## src/rtl/piso_tx_if.sv

```systemverilog
// Load handshake and serial output bundle for piso_tx; the master drives words in,
// the slave (the transmitter) drives the serial stream and status back.
interface piso_tx_if #(
  parameter int WIDTH = 4
);
  logic             en;
  logic [WIDTH-1:0] din;
  logic             load_valid;
  logic             load_ready;
  logic             sout;
  logic             sout_valid;
  logic             busy;
  logic             done;
  logic [WIDTH-1:0] sr;

  modport master (
    output en, din, load_valid,
    input  load_ready, sout, sout_valid, busy, done, sr
  );

  modport slave (
    input  en, din, load_valid,
    output load_ready, sout, sout_valid, busy, done, sr
  );
endinterface

```

## src/rtl/piso_tx.sv

```systemverilog
// Parallel-in serial-out transmitter: word loads from IDLE, first bit one edge later, one bit per en edge.
// Accepts no new word while shifting (load_ready low); optional even-parity bit under PISO_TX_PARITY_EN.
module piso_tx #(
  parameter int WIDTH     = 4,
  parameter bit MSB_FIRST = 1'b1
) (
  input  logic     clk,
  input  logic     rst,
  piso_tx_if.slave bus
);
`ifdef PISO_TX_PARITY_EN
  localparam int FRAME_LEN = WIDTH + 1;
`else
  localparam int FRAME_LEN = WIDTH;
`endif
  localparam int CW = $clog2(WIDTH + 2);
  localparam logic [CW-1:0] LAST_CNT = CW'(FRAME_LEN - 1);

  localparam logic [0:0] ST_IDLE  = 1'b0;
  localparam logic [0:0] ST_SHIFT = 1'b1;

  logic [0:0]       state_q, state_d;
  logic [WIDTH-1:0] sr_q, sr_d;
  logic [CW-1:0]    bit_cnt_q, bit_cnt_d;
  logic             sout_q, sout_d;
  logic             sout_valid_q, sout_valid_d;
  logic             busy_q, busy_d;
  logic             done_q, done_d;
  logic             tx_bit;
`ifdef PISO_TX_PARITY_EN
  logic             parity_q, parity_d;
`endif

  always_comb begin
    tx_bit = MSB_FIRST ? sr_q[WIDTH-1] : sr_q[0];
`ifdef PISO_TX_PARITY_EN
    // sr has already drained to zero once the data bits are out; send the captured parity
    if (bit_cnt_q == CW'(WIDTH)) begin
      tx_bit = parity_q;
    end
`endif
  end

  always_comb begin
    state_d      = state_q;
    sr_d         = sr_q;
    bit_cnt_d    = bit_cnt_q;
    sout_d       = sout_q;
    sout_valid_d = sout_valid_q;
    busy_d       = busy_q;
    done_d       = done_q;
`ifdef PISO_TX_PARITY_EN
    parity_d     = parity_q;
`endif
    case (state_q)
      ST_IDLE: begin
        sout_d       = 1'b0;
        sout_valid_d = 1'b0;
        done_d       = 1'b0;
        if (bus.load_valid) begin
          sr_d      = bus.din;
          bit_cnt_d = '0;
          busy_d    = 1'b1;
          state_d   = ST_SHIFT;
`ifdef PISO_TX_PARITY_EN
          parity_d  = ^bus.din;
`endif
        end
      end
      default: begin
        if (bus.en) begin
          sout_d       = tx_bit;
          sr_d         = MSB_FIRST ? {sr_q[WIDTH-2:0], 1'b0} : {1'b0, sr_q[WIDTH-1:1]};
          sout_valid_d = 1'b1;
          bit_cnt_d    = bit_cnt_q + CW'(1);
          done_d       = 1'b0;
          if (bit_cnt_q == LAST_CNT) begin
            done_d  = 1'b1;
            busy_d  = 1'b0;
            state_d = ST_IDLE;
          end
        end else begin
          sout_valid_d = 1'b0;
          done_d       = 1'b0;
        end
      end
    endcase
  end

  always_ff @(posedge clk) begin
    if (rst) begin
      state_q      <= ST_IDLE;
      sr_q         <= '0;
      bit_cnt_q    <= '0;
      sout_q       <= 1'b0;
      sout_valid_q <= 1'b0;
      busy_q       <= 1'b0;
      done_q       <= 1'b0;
`ifdef PISO_TX_PARITY_EN
      parity_q     <= 1'b0;
`endif
    end else begin
      state_q      <= state_d;
      sr_q         <= sr_d;
      bit_cnt_q    <= bit_cnt_d;
      sout_q       <= sout_d;
      sout_valid_q <= sout_valid_d;
      busy_q       <= busy_d;
      done_q       <= done_d;
`ifdef PISO_TX_PARITY_EN
      parity_q     <= parity_d;
`endif
    end
  end

  assign bus.load_ready = (state_q == ST_IDLE);
  assign bus.sout       = sout_q;
  assign bus.sout_valid = sout_valid_q;
  assign bus.busy       = busy_q;
  assign bus.done       = done_q;
  assign bus.sr         = sr_q;
endmodule

```

## src/flat_wrapper.sv

```systemverilog
// flat-port wrapper written by rule: the top's interface ports become plain ports
module piso_tx_flat 
#(
  parameter int WIDTH     = 4,
  parameter bit MSB_FIRST = 1'b1
)
  (clk, rst, bus_en, bus_din, bus_load_valid, bus_load_ready, bus_sout, bus_sout_valid, bus_busy, bus_done, bus_sr);
  piso_tx_if #(.WIDTH(WIDTH)) bus_i ();
  input  logic clk;
  input  logic rst;
  input wire logic [$bits(bus_i.en)-1:0] bus_en;
  input wire logic [$bits(bus_i.din)-1:0] bus_din;
  input wire logic [$bits(bus_i.load_valid)-1:0] bus_load_valid;
  output wire logic [$bits(bus_i.load_ready)-1:0] bus_load_ready;
  output wire logic [$bits(bus_i.sout)-1:0] bus_sout;
  output wire logic [$bits(bus_i.sout_valid)-1:0] bus_sout_valid;
  output wire logic [$bits(bus_i.busy)-1:0] bus_busy;
  output wire logic [$bits(bus_i.done)-1:0] bus_done;
  output wire logic [$bits(bus_i.sr)-1:0] bus_sr;
  assign bus_i.en = bus_en;
  assign bus_i.din = bus_din;
  assign bus_i.load_valid = bus_load_valid;
  assign bus_load_ready = bus_i.load_ready;
  assign bus_sout = bus_i.sout;
  assign bus_sout_valid = bus_i.sout_valid;
  assign bus_busy = bus_i.busy;
  assign bus_done = bus_i.done;
  assign bus_sr = bus_i.sr;
  piso_tx #(.WIDTH(WIDTH), .MSB_FIRST(MSB_FIRST)) u_core (.clk(clk), .rst(rst), .bus(bus_i));
endmodule
```

## config.mk

```make
export PLATFORM = sky130hd
export DESIGN_NAME = piso_tx_flat
export DESIGN_NICKNAME = d
export VERILOG_FILES = /design/src/rtl/piso_tx_if.sv /design/src/rtl/piso_tx.sv /design/src/flat_wrapper.sv
export SDC_FILE = /design/constraint.sdc
export NUM_CORES = 1
export LEC_CHECK = 0
export ABC_AREA = 1
export CORE_AREA = 2 2 39 41
export DETAILED_ROUTE_END_ITERATION = 8
export DIE_AREA = 0 0 41 43
export HOLD_SLACK_MARGIN = 0.1
export PLACE_DENSITY = 0.71
export SETUP_SLACK_MARGIN = 0.5
export SLEW_MARGIN = 20
export SYNTH_ARGS = -nofsm -noshare
export SYNTH_HDL_FRONTEND = slang
export SYNTH_SLANG_ARGS = --single-unit
```

## constraint.sdc

```tcl
create_clock -name clk -period 2.6 [get_ports clk]
set_input_delay 0.52 -clock clk [delete_from_list [all_inputs] [get_ports clk]]
set_output_delay 0.52 -clock clk [all_outputs]
set_load 0.01 [all_outputs]
```

[Word-level counts from Yosys, hierarchy flattened]
Index checks and enable logic that the tools add are counted.
Cells by class
  $add $sub $neg: 1
  equal/unequal tests: 3
  muxes and demuxes: 16
  bitwise logic cells: 2
  reduce and logical (&&, ||, !) cells: 5
Operators with widths (number)
  $mux W4: 3
  $mux W1: 10
  $mux W3: 3
  $ne A2 B2 Y1 const B: 2
  $add A3 B1 Y3 const B: 1
  $eq A3 B2 Y1 const B: 1
  $reduce_and A3 Y1: 1
  $reduce_or A3 Y1: 1
  $not A1 Y1: 2
  $reduce_and A2 Y1: 1
  $reduce_bool A2 Y1: 1
  $reduce_or A2 Y1: 1
Storage, ports and cells
  bits in registers: 12
  input bits: 8
  output and inout bits: 9
  word-level logic and storage cells: 34

[Logic depth before layout (Yosys ltp)]
Gate-level depths: netlist of run 1.
  depth in word-level cells: 4
  mapped depth: 6
  mapped depth without buffers: 6

[Worst setup path after synthesis of run 1]
No wires, ideal clock.
  path type: reg2out
  from: reg u_core.state_q
  to: out bus_load_ready
  data arrival time: 0.558 ns
  data required time: 2.080 ns
  slack: 1.522 ns
  stages on the path, launching flop included: 2
  buffers on the path: 0
  cell sequence: dfxtp_1 -> inv_2
Between the ends
  cells in the longest elaborated chain, start to end: 1
Ends and longest elaborated chain
  start: declaration: line piso_tx.sv:22  | logic [0:0] state_q, state_d;
  start signal: assignment: line piso_tx.sv:103  | state_q <= state_d;
  $not A1 Y1: line piso_tx.sv:116  | assign bus.load_ready = (state_q == ST_IDLE);
  end: declaration: line flat_wrapper.sv:14  | output wire logic [$bits(bus_i.load_ready)-1:0] bus_load_ready;
Every way passes these cells.

[Worst setup path in the final report of run 1]
Ends and elaborated chain as after synthesis.

==> impl_metrics.py, run 1 <==
metrics = {
    "power_and_ir_drop": {
        "p_comb_share_pct": 18.9,
        "switching_share_pct": 26.43,
        "power.share.clock_pct": 28.9,
        "irDropWorstVdd_mv": 0.3982,
        "switchingPower_mw": 0.1022,
        "leakagePower_nw": 0.3399,
        "seq_power_share_pct": 52.2,
        "power_density_nw_per_um2": 521.7,
        "internal_power_mw": 0.2843,
    },
    "cells_and_area": {
        "layout-drive-gt1-share_pct": 12.22,
        "final_cell_mix": "clkdlybuf4s50_1, nand2_1, nor2_1",
        "antenna_cells": 0,
        "nets": 102,
        "synthToLayoutAreaGrowth_pct": 37.67,
        "final_common_cell": "clkdlybuf4s50_1",
        "fin_cells": 106,
        "fillers": 151,
    },
    "critical_path": {
        "cp_slowest_cell": "dfxtp_1",
        "critPathRequiredTime_ns": 2.08,
        "crit_type": "flip-flop to output pin",
        "worst_setup_path_end_kind": "output pin",
        "cp-startpoint": "u_core.state_q$_SDFF_PP0_",
        "crit_path_start_kind": "flip-flop",
        "slowest_delay_ns": 0.50,
        "critical_path.max_fanout": 7,
        "worstReg2RegStart": "u_core.state_q$_SDFF_PP0_",
        "timing.critical_path.cells": "inv_2, clkdlybuf4s50_1",
        "worstPathArrival_ns": 1.41,
    },
    "sta": {
        "maxSlewHeadroom_pct": 79.43,
        "skew_ns": 0.004700,
        "finalSetupTns_ns": 0,
        "rsz0062_at_grt": "no",
        "hold_violations": 0,
        "finalSetupViolCount": 0,
        "fmax_mhz": 519.4,
        "post-route-period-util_pct": 74.05,
        "tightest_slew_ns": 0.3081,
        "fin_crit_ns": 1.925,
        "slew_violations": 0,
    },
    "clock_tree": {
        "cts.sinks": 12,
        "cts-hold-fix-buffers": 0,
        "numCtsBuffers": 3,
        "clk_path_buf_depth": 2,
        "post_cts_resized": 0,
        "cts_root_buffer": "clkbuf_4",
        "clkTransAtPathRegs_ns": 0.07,
        "htreeDepth": 1,
        "post_cts_buffers": 0,
        "insertion_delay_ns": 0.27,
        "cts_tree": "yes",
    },
    "floorplanning": {
        "coreArea_um2": 1384,
        "die_x_um": 41,
        "rows": 14,
        "dieArea_um2": 1763,
        "io_pins": 17,
        "die_h_um": 43,
        "initial_core_util_pct": 38.88,
    },
    "logic_synthesis": {
        "synth_nets": 81,
        "ys_top_cells_by_area": "dfxtp_1, nand2_1, nor2_1, nand2_4, inv_1",
        "ys_types": 15,
        "ys.warnings.count": 0,
        "ys_seq_elements": 12,
        "postSynthAreaPerCell_um2": 7.578,
        "netlist_area_um2": 538.0,
        "ys_seq_area_share_pct": 44.65,
        "yosysTopAreaCell": "dfxtp_1",
        "yosysTopAreaCellShare_pct": 44.65,
        "syn_inst": 71,
    },
    "global_route": {
        "overflow": 0,
        "first_global_vias": 394,
        "antenna_found_initial": 0,
        "grt_max_degree": 10,
        "track_usage_pct": 14.26,
        "grt_pass1_wl_um": 1614,
    },
    "routing": {
        "antenna_left": 0,
        "drt-total-wl_um": 1064,
        "drt_iter0_markers": 6,
        "route.detailed.drc": 0,
        "wl_per_cell_um": 10.04,
        "via_per_inst": 4.623,
        "drtPass1Iterations": 4,
        "vias": 490,
    },
    "placed_design": {
        "dp_cells": 103,
        "portBuffers": 16,
        "hpwl_um": 782.3,
        "gp_congestion": 0.7173,
    },
    "status": {
        "status": "completed",
    },
    "min_path": {
        "hp-start": "u_core.bus.sr[0]$_SDFFE_PP0P_",
        "hold_path_class": "flip-flop to flip-flop",
    },
    "run": {
        "maxCapViolations": 0,
    },
}
state kept, by name, summed over array words and instances (netlist names):
signal and cells:
u_core.bit_cnt_q 3, u_core.bus.busy 1, u_core.bus.done 1, u_core.bus.sout 1, u_core.bus.sout_valid 1, u_core.bus.sr 4
u_core.state_q 1
worst max-delay path: cells and delay by family, from the launching register on:
family,cells,cell delay (ns)
buf+inv,2,0.64
flops,1,0.50
per-layer routing:
metal / up-vias / wire [µm] / track usage [%]
met2: 17 / 487 / 19.38
met5: - / 0 / 0
met4: 0 / 33 / 12.00
met1: 207 / 463 / 17.11
li1: 261 / - / -
met3: 5 / 79 / 4.712
cell usage after synthesis:
master    count
nand2_1      15
nor2_1       14
dfxtp_1      12
inv_1         8
nand2_4       3
nand3_1       3
o21ai_0       3
a21oi_1       2
ha_1          2
inv_2         2
nand4_1       2
o21ai_1       2
clkinv_4      1
nand3_2       1
nor2_4        1
path summary, 6_finish.rpt:
| check | end | slack (ns) | cells past startpoint |
|---|---|---|---|
| max | bus_load_ready | 0.67 | 2 |
| max reg2reg | u_core.bus.sr[1]$_SDFFE_PP0P_ | 1.57 | 5 |
| min reg2reg | u_core.bus.sr[0]$_SDFFE_PP0P_ | 0.49 | 2 |
| min | u_core.bus.sr[0]$_SDFFE_PP0P_ | 0.49 | 2 |
cell families (layout without fill, tap and decap cells):
family,count (synthesis),after routing,synth area share [%]
AOI/OAI and AO/OA,7,7,6.511
and+or+nand+nor,39,39,35.58
adders and majority gates,2,2,4.650
DFF,12,12,44.65
buffers and inverters,11,30,8.606
power groups by stage:
stage / sequential [mW] / combinational (mW) / clock (mW)
floorplan: 0.209 / 0.0341 / 0
global placement: 0.206 / 0.0729 / 0
detailed placement: 0.206 / 0.0730 / 0
CTS: 0.202 / 0.0735 / 0.113
global route: 0.203 / 0.0808 / 0.122
finish: 0.202 / 0.0730 / 0.112
cell type report:
class                           count  area, µm²  share of cell area [%]
Clock buffer                        3      22.52                   3.041
Multi-Input combinational cell     48      251.5                   33.95
Inverter                           11      46.29                   6.250
Sequential cell                    12      240.2                   32.43
Timing Repair Buffer               16      160.2                   21.62
Tap cell                           16      20.02                   2.703
per-stage QoR:
stage	power [mW]	utilization, %	instance area [µm²]	setup slack, ns	hold WS [ns]
2_1_floorplan	0.2428	-	538.0	1.522	0.4595
3_3_place_gp	0.2787	51.90	718.2	0.9257	0.4736
3_5_place_dp	0.2790	51.90	718.2	0.9144	0.4791
4_1_cts	0.3878	53.53	740.7	0.6724	0.4906
5_1_grt	0.4055	53.53	740.7	0.6145	0.5103
6_report	0.3865	53.53	740.7	0.6746	0.4880
Power figures use the tool's default switching activity.
==> inputs of run 2 (changes only) <==
--- a/config.mk
+++ b/config.mk
@@ -6,11 +6,10 @@
 export NUM_CORES = 1
 export LEC_CHECK = 0
 export ABC_AREA = 1
-export CORE_AREA = 2 2 39 41
+export CORE_UTILIZATION = 38
 export DETAILED_ROUTE_END_ITERATION = 8
-export DIE_AREA = 0 0 41 43
 export HOLD_SLACK_MARGIN = 0.1
-export PLACE_DENSITY = 0.71
+export PLACE_DENSITY = 0.7
 export SETUP_SLACK_MARGIN = 0.5
 export SLEW_MARGIN = 20
 export SYNTH_ARGS = -nofsm -noshare
==> constraint.sdc (replaced) <==
create_clock -name clk -period 1.75 [get_ports clk]
set_input_delay 0.35 -clock clk [delete_from_list [all_inputs] [get_ports clk]]
set_output_delay 0.35 -clock clk [all_outputs]
set_load 0.01 [all_outputs]
==> impl_metrics.py, run 2 (same netlist as run 1, synthesis figures left out) <==
metrics = {
    "power_and_ir_drop": {
        "internal_power_mw": 0.4610,
        "leakagePower_nw": 0.3725,
        "power_density_nw_per_um2": 842.8,
        "switching_share_pct": 25.91,
        "seq_power_share_pct": 47.6,
        "power_mw": 0.6222,
        "irDropWorstVdd_mv": 0.5573,
        "p_comb_share_pct": 16.8,
        "power.share.clock_pct": 35.6,
        "switchingPower_mw": 0.1612,
    },
    "clock_tree": {
        "clkTransAtPathRegs_ns": 0.08,
        "cts_root_buffer": "clkbuf_4",
        "numCtsBuffers": 3,
        "insertion_delay_ns": 0.27,
        "clk_path_buf_depth": 2,
        "cts-hold-fix-buffers": 0,
        "cts.sinks": 12,
        "htreeDepth": 1,
        "post_cts_buffers": 0,
        "post_cts_resized": 11,
        "cts_tree": "yes",
    },
    "placed_design": {
        "dp_slack_ns": 0.2292,
        "portBuffers": 16,
        "gp_congestion": 0.7659,
        "hpwl_um": 805.5,
    },
    "sta": {
        "finalSetupTns_ns": 0,
        "hold_violations": 0,
        "slew_violations": 0,
        "fmax_mhz": 825.2,
        "postLayoutSetupSlackWorst_ns": 0.5381,
        "rsz0062_at_grt": "yes",
        "maxSlewHeadroom_pct": 80.06,
        "finalSetupViolCount": 0,
        "skew_ns": 0.004202,
        "fin_crit_ns": 1.212,
        "post-route-period-util_pct": 69.25,
        "tightest_slew_ns": 0.2988,
    },
    "critical_path": {
        "crit_end": "bus_sr[3]",
        "crit_path_start_kind": "flip-flop",
        "critical_path.max_fanout": 2,
        "worstReg2RegStart": "u_core.state_q$_SDFF_PP0_",
        "crit_type": "flip-flop to output pin",
        "slowest_delay_ns": 0.33,
        "worst_setup_path_end_kind": "output pin",
        "path_delay_family": "flip-flops",
        "critPathRequiredTime_ns": 1.40,
        "worst-path-buf-inv": 1,
        "cp-startpoint": "u_core.bus.sr[3]$_SDFFE_PP0P_",
        "cp_slowest_cell": "dfxtp_1",
        "rr_worst_depth": 6,
        "worstPathArrival_ns": 0.86,
        "r2r-end": "u_core.bit_cnt_q[0]$_SDFFE_PP0P_",
        "timing.critical_path.cells": "dlygate4sd2_1",
        "rrSetupSlack_ns": 0.72,
        "cp_num_cells": 1,
    },
    "global_route": {
        "grt_max_degree": 10,
        "first_global_vias": 396,
        "track_usage_pct": 16.49,
        "overflow": 0,
        "antenna_found_initial": 0,
        "grt_pass1_wl_um": 1642,
    },
    "cells_and_area": {
        "layout-drive-gt1-share_pct": 20.65,
        "synthToLayoutAreaGrowth_pct": 37.21,
        "antenna_cells": 0,
        "nets": 103,
        "final_common_cell": "nand2_1",
        "final_cell_mix": "nand2_1, nor2_1, dfxtp_1",
        "largest_register_ffs": 4,
        "final_core_util_pct": 56.73,
    },
    "floorplanning": {
        "die_x_um": 39.63,
        "initial_core_util_pct": 41.35,
        "rows": 13,
        "io_pins": 17,
        "die_h_um": 39.63,
        "coreArea_um2": 1301,
        "dieArea_um2": 1570,
    },
    "routing": {
        "route.detailed.drc": 0,
        "wl_per_cell_um": 10.11,
        "via_per_inst": 4.495,
        "drt-total-wl_um": 1082,
        "drtPass1Iterations": 3,
        "antenna_left": 0,
        "drt_iter0_markers": 5,
        "vias": 481,
    },
    "run": {
        "maxCapViolations": 0,
    },
    "min_path": {
        "hold_path_class": "flip-flop to flip-flop",
    },
    "status": {
        "status": "completed",
    },
}
-- run 2: metal layers --
metal / share of wire (%) / track usage (%) / up-vias
li1: - / - / 266
met1: 50 / 19.51 / 202
met2: 44 / 27.87 / 13
met3: 5.6 / 5.114 / 0
met4: 0 / 5.172 / 0
met5: 0 / 0 / -
-- run 2: worst min-delay path by stage --
stage / slack, ns / cells after the start / start / end
4_1_cts: 0.50 / 2 / u_core.bus.sr[0]$_SDFFE_PP0P_ / u_core.bus.sr[0]$_SDFFE_PP0P_
6_report: 0.49 / 2 / u_core.bit_cnt_q[1]$_SDFFE_PP0P_ / u_core.bit_cnt_q[1]$_SDFFE_PP0P_
2_1_floorplan: 0.42 / 1 / rst / u_core.bus.sr[0]$_SDFFE_PP0P_
3_5_place_dp: 0.48 / 2 / u_core.bus.sr[0]$_SDFFE_PP0P_ / u_core.bus.sr[0]$_SDFFE_PP0P_
3_3_place_gp: 0.47 / 2 / u_core.bit_cnt_q[2]$_SDFFE_PP0P_ / u_core.bit_cnt_q[2]$_SDFFE_PP0P_
5_1_grt: 0.52 / 2 / u_core.bus.sr[3]$_SDFFE_PP0P_ / u_core.bus.sout$_SDFFE_PP0P_
-- run 2: power groups by stage --
stage          combinational, mW  clock, mW  sequential, mW
6_report                   0.105      0.221           0.296
5_1_grt                    0.117      0.234           0.298
4_1_cts                    0.106      0.225           0.296
3_5_place_dp               0.113          0           0.303
3_3_place_gp               0.113          0           0.303
2_1_floorplan             0.0507          0           0.310
-- run 2: layout make-up --
type,instances,area (µm²)
Tap cell,15,18.77
Multi-Input combinational cell,48,259.0
Timing Repair Buffer,17,137.6
Sequential cell,12,240.2
Clock buffer,4,36.28
Inverter,11,46.29
Fill cell,145,563.0
-- run 2: per-stage QoR --
step | cells | cell area [µm²] | hold WS (ns)
finish | 107 | 738.2 | 0.4910
global route | 107 | 738.2 | 0.5214
CTS | 107 | 752.0 | 0.4951
detailed placement | 103 | 724.4 | 0.4835
global placement | 103 | 724.4 | 0.4713
floorplan | 71 | 538.0 | 0.4191
==> inputs of run 3 (changes only) <==
--- a/config.mk
+++ b/config.mk
@@ -6,10 +6,11 @@
 export NUM_CORES = 1
 export LEC_CHECK = 0
 export ABC_AREA = 1
-export CORE_UTILIZATION = 38
+export CORE_AREA = 2 2 39 41
 export DETAILED_ROUTE_END_ITERATION = 8
+export DIE_AREA = 0 0 41 43
 export HOLD_SLACK_MARGIN = 0.1
-export PLACE_DENSITY = 0.7
+export PLACE_DENSITY = 0.71
 export SETUP_SLACK_MARGIN = 0.5
 export SLEW_MARGIN = 20
 export SYNTH_ARGS = -nofsm -noshare
==> constraint.sdc (replaced) <==
create_clock -name clk -period 1.2 [get_ports clk]
set_input_delay 0.24 -clock clk [delete_from_list [all_inputs] [get_ports clk]]
set_output_delay 0.24 -clock clk [all_outputs]
set_load 0.01 [all_outputs]
==> impl_metrics.py, run 3 (same netlist as run 1, synthesis figures left out) <==
metrics = {
    "floorplanning": {
        "die_x_um": 41,
        "die_h_um": 43,
        "rows": 14,
        "io_pins": 17,
        "coreArea_um2": 1384,
        "dieArea_um2": 1763,
        "initial_core_util_pct": 38.88,
    },
    "routing": {
        "vias": 567,
        "antenna_left": 0,
        "drtPass1Iterations": 4,
        "wl_per_cell_um": 11.50,
        "via_per_inst": 4.648,
        "drt_iter0_markers": 7,
        "drt-total-wl_um": 1403,
        "route.detailed.drc": 0,
    },
    "sta": {
        "skew_ns": 0.001022,
        "tightest_slew_ns": 0.2419,
        "maxSlewHeadroom_pct": 83.87,
        "finalSetupViolCount": 0,
        "fmax_mhz": 957.8,
        "slew_violations": 0,
        "rsz0062_at_grt": "yes",
        "fin_crit_ns": 1.044,
        "post-route-period-util_pct": 87.00,
        "finalSetupTns_ns": 0,
        "hold_violations": 0,
    },
    "cells_and_area": {
        "largest_register_ffs": 4,
        "synthToLayoutAreaGrowth_pct": 85.12,
        "fillers": 107,
        "design_area_um2": 996.0,
        "nets": 117,
        "layout-drive-gt1-share_pct": 54.72,
        "final_common_cell": "nand2_1",
        "final_cell_mix": "nand2_1, buf_4, nor2_1",
        "antenna_cells": 0,
        "final_core_util_pct": 71.97,
    },
    "power_and_ir_drop": {
        "leakagePower_nw": 0.4553,
        "power_density_nw_per_um2": 1027,
        "irDropWorstVdd_mv": 0.8161,
    },
    "critical_path": {
        "critical_path.max_fanout": 2,
        "path_delay_family": "flip-flops",
        "crit_type": "flip-flop to output pin",
        "timing.critical_path.cells": "inv_6, buf_6",
        "r2r-end": "u_core.bus.busy$_SDFFE_PP0P_",
        "crit_path_start_kind": "flip-flop",
        "rrSetupSlack_ns": 0.18,
        "worstPathArrival_ns": 0.80,
        "slowest_delay_ns": 0.38,
        "cp_slowest_cell": "dfxtp_4",
        "cp_num_cells": 2,
        "rr_worst_depth": 5,
        "cp-startpoint": "u_core.state_q$_SDFF_PP0_",
        "worstReg2RegStart": "u_core.state_q$_SDFF_PP0_",
        "worst_setup_path_end_kind": "output pin",
        "crit_end": "bus_load_ready",
        "worst-path-buf-inv": 2,
        "critPathRequiredTime_ns": 0.96,
    },
    "clock_tree": {
        "cts-hold-fix-buffers": 0,
        "clkTransAtPathRegs_ns": 0.08,
        "cts_root_buffer": "clkbuf_4",
        "numCtsBuffers": 3,
        "cts_tree": "yes",
        "htreeDepth": 1,
        "insertion_delay_ns": 0.28,
        "clk_path_buf_depth": 2,
        "cts.sinks": 12,
    },
    "global_route": {
        "antenna_found_initial": 0,
        "grt_max_degree": 10,
        "overflow": 0,
        "track_usage_pct": 18.16,
        "first_global_vias": 486,
        "grt_pass1_wl_um": 2001,
    },
    "placed_design": {
        "hpwl_um": 891.5,
        "portBuffers": 16,
        "place_area_um2": 802.0,
        "gp_congestion": 0.7554,
    },
    "run": {
        "maxCapViolations": 0,
    },
    "min_path": {
        "hold_path_class": "flip-flop to flip-flop",
    },
    "status": {
        "status": "completed",
    },
}
[run 3: cell count changes in the layout (fill, tap and decap cells not counted), sizes merged]
cell           change
buf               +23
clkbuf             -5
dlygate4sd2        -3
clkdlybuf4s50      -1
[run 3: metrics by stage]
stage / power (mW) / hold WS [ns] / cells / worst slack (ns)
after global routing: 1.074 / 0.5053 / 122 / 0.1262
after global placement: 0.6278 / 0.4759 / 108 / -0.06403
after floorplan: 0.5353 / 0.3091 / 71 / 0.3310
after CTS: 0.9964 / 0.4871 / 118 / 0.1585
final: 1.023 / 0.4883 / 122 / 0.1559
after detailed placement: 0.6281 / 0.4739 / 108 / -0.08147
[run 3: timing repair]
item                       CTS  global route
setup endpoints to repair   21            21
gates cloned                 0             0
resized for setup           61            11
buffers inserted             6             4
pin swaps                    3             9
[run 3: layer usage]
metal	up-vias	part of all wire (%)	global-route usage (%)
li1	292	-	-
met1	253	40	20.26
met2	17	51	25.62
met3	5	4.2	4.712
met4	0	4.1	18.00
met5	-	0	0
[run 3: worst min-delay path by stage]
| stage | slack, ns | endpoint | cells after the start | start |
|---|---|---|---|---|
| after global routing | 0.51 | u_core.bus.sout$_SDFFE_PP0P_ | 2 | u_core.bus.sr[3]$_SDFFE_PP0P_ |
| after detailed placement | 0.47 | u_core.bus.sout$_SDFFE_PP0P_ | 2 | u_core.bus.sr[3]$_SDFFE_PP0P_ |
| final | 0.49 | u_core.bus.sout$_SDFFE_PP0P_ | 2 | u_core.bus.sr[3]$_SDFFE_PP0P_ |
| after floorplan | 0.31 | u_core.bus.sr[0]$_SDFFE_PP0P_ | 1 | rst |
| after CTS | 0.49 | u_core.bus.sout$_SDFFE_PP0P_ | 2 | u_core.bus.sr[3]$_SDFFE_PP0P_ |
| after global placement | 0.48 | u_core.bus.sout$_SDFFE_PP0P_ | 2 | u_core.bus.sr[3]$_SDFFE_PP0P_ |
[run 3: tightest hold or removal path, stage by stage, from the launching register on]
cell and delay [ns]:
dfxtp_2 0.33, inv_1 0.07, a21oi_1 0.06
[run 3: layout make-up]
type / instances / area (µm²) / area share (%)
well taps: 16 / 20.02 / 2.010
multi-input cells: 48 / 327.8 / 32.91
flip-flops and latches: 12 / 255.2 / 25.63
repair buffers: 31 / 295.3 / 29.65
clock buffers: 4 / 36.28 / 3.643
inverters: 11 / 61.31 / 6.156
[run 3: where the power goes]
part / internal (mW) / switching [mW] / total (mW)
registers: 0.423 / 0.0179 / 0.441
clock network: 0.185 / 0.146 / 0.331
logic: 0.137 / 0.114 / 0.251
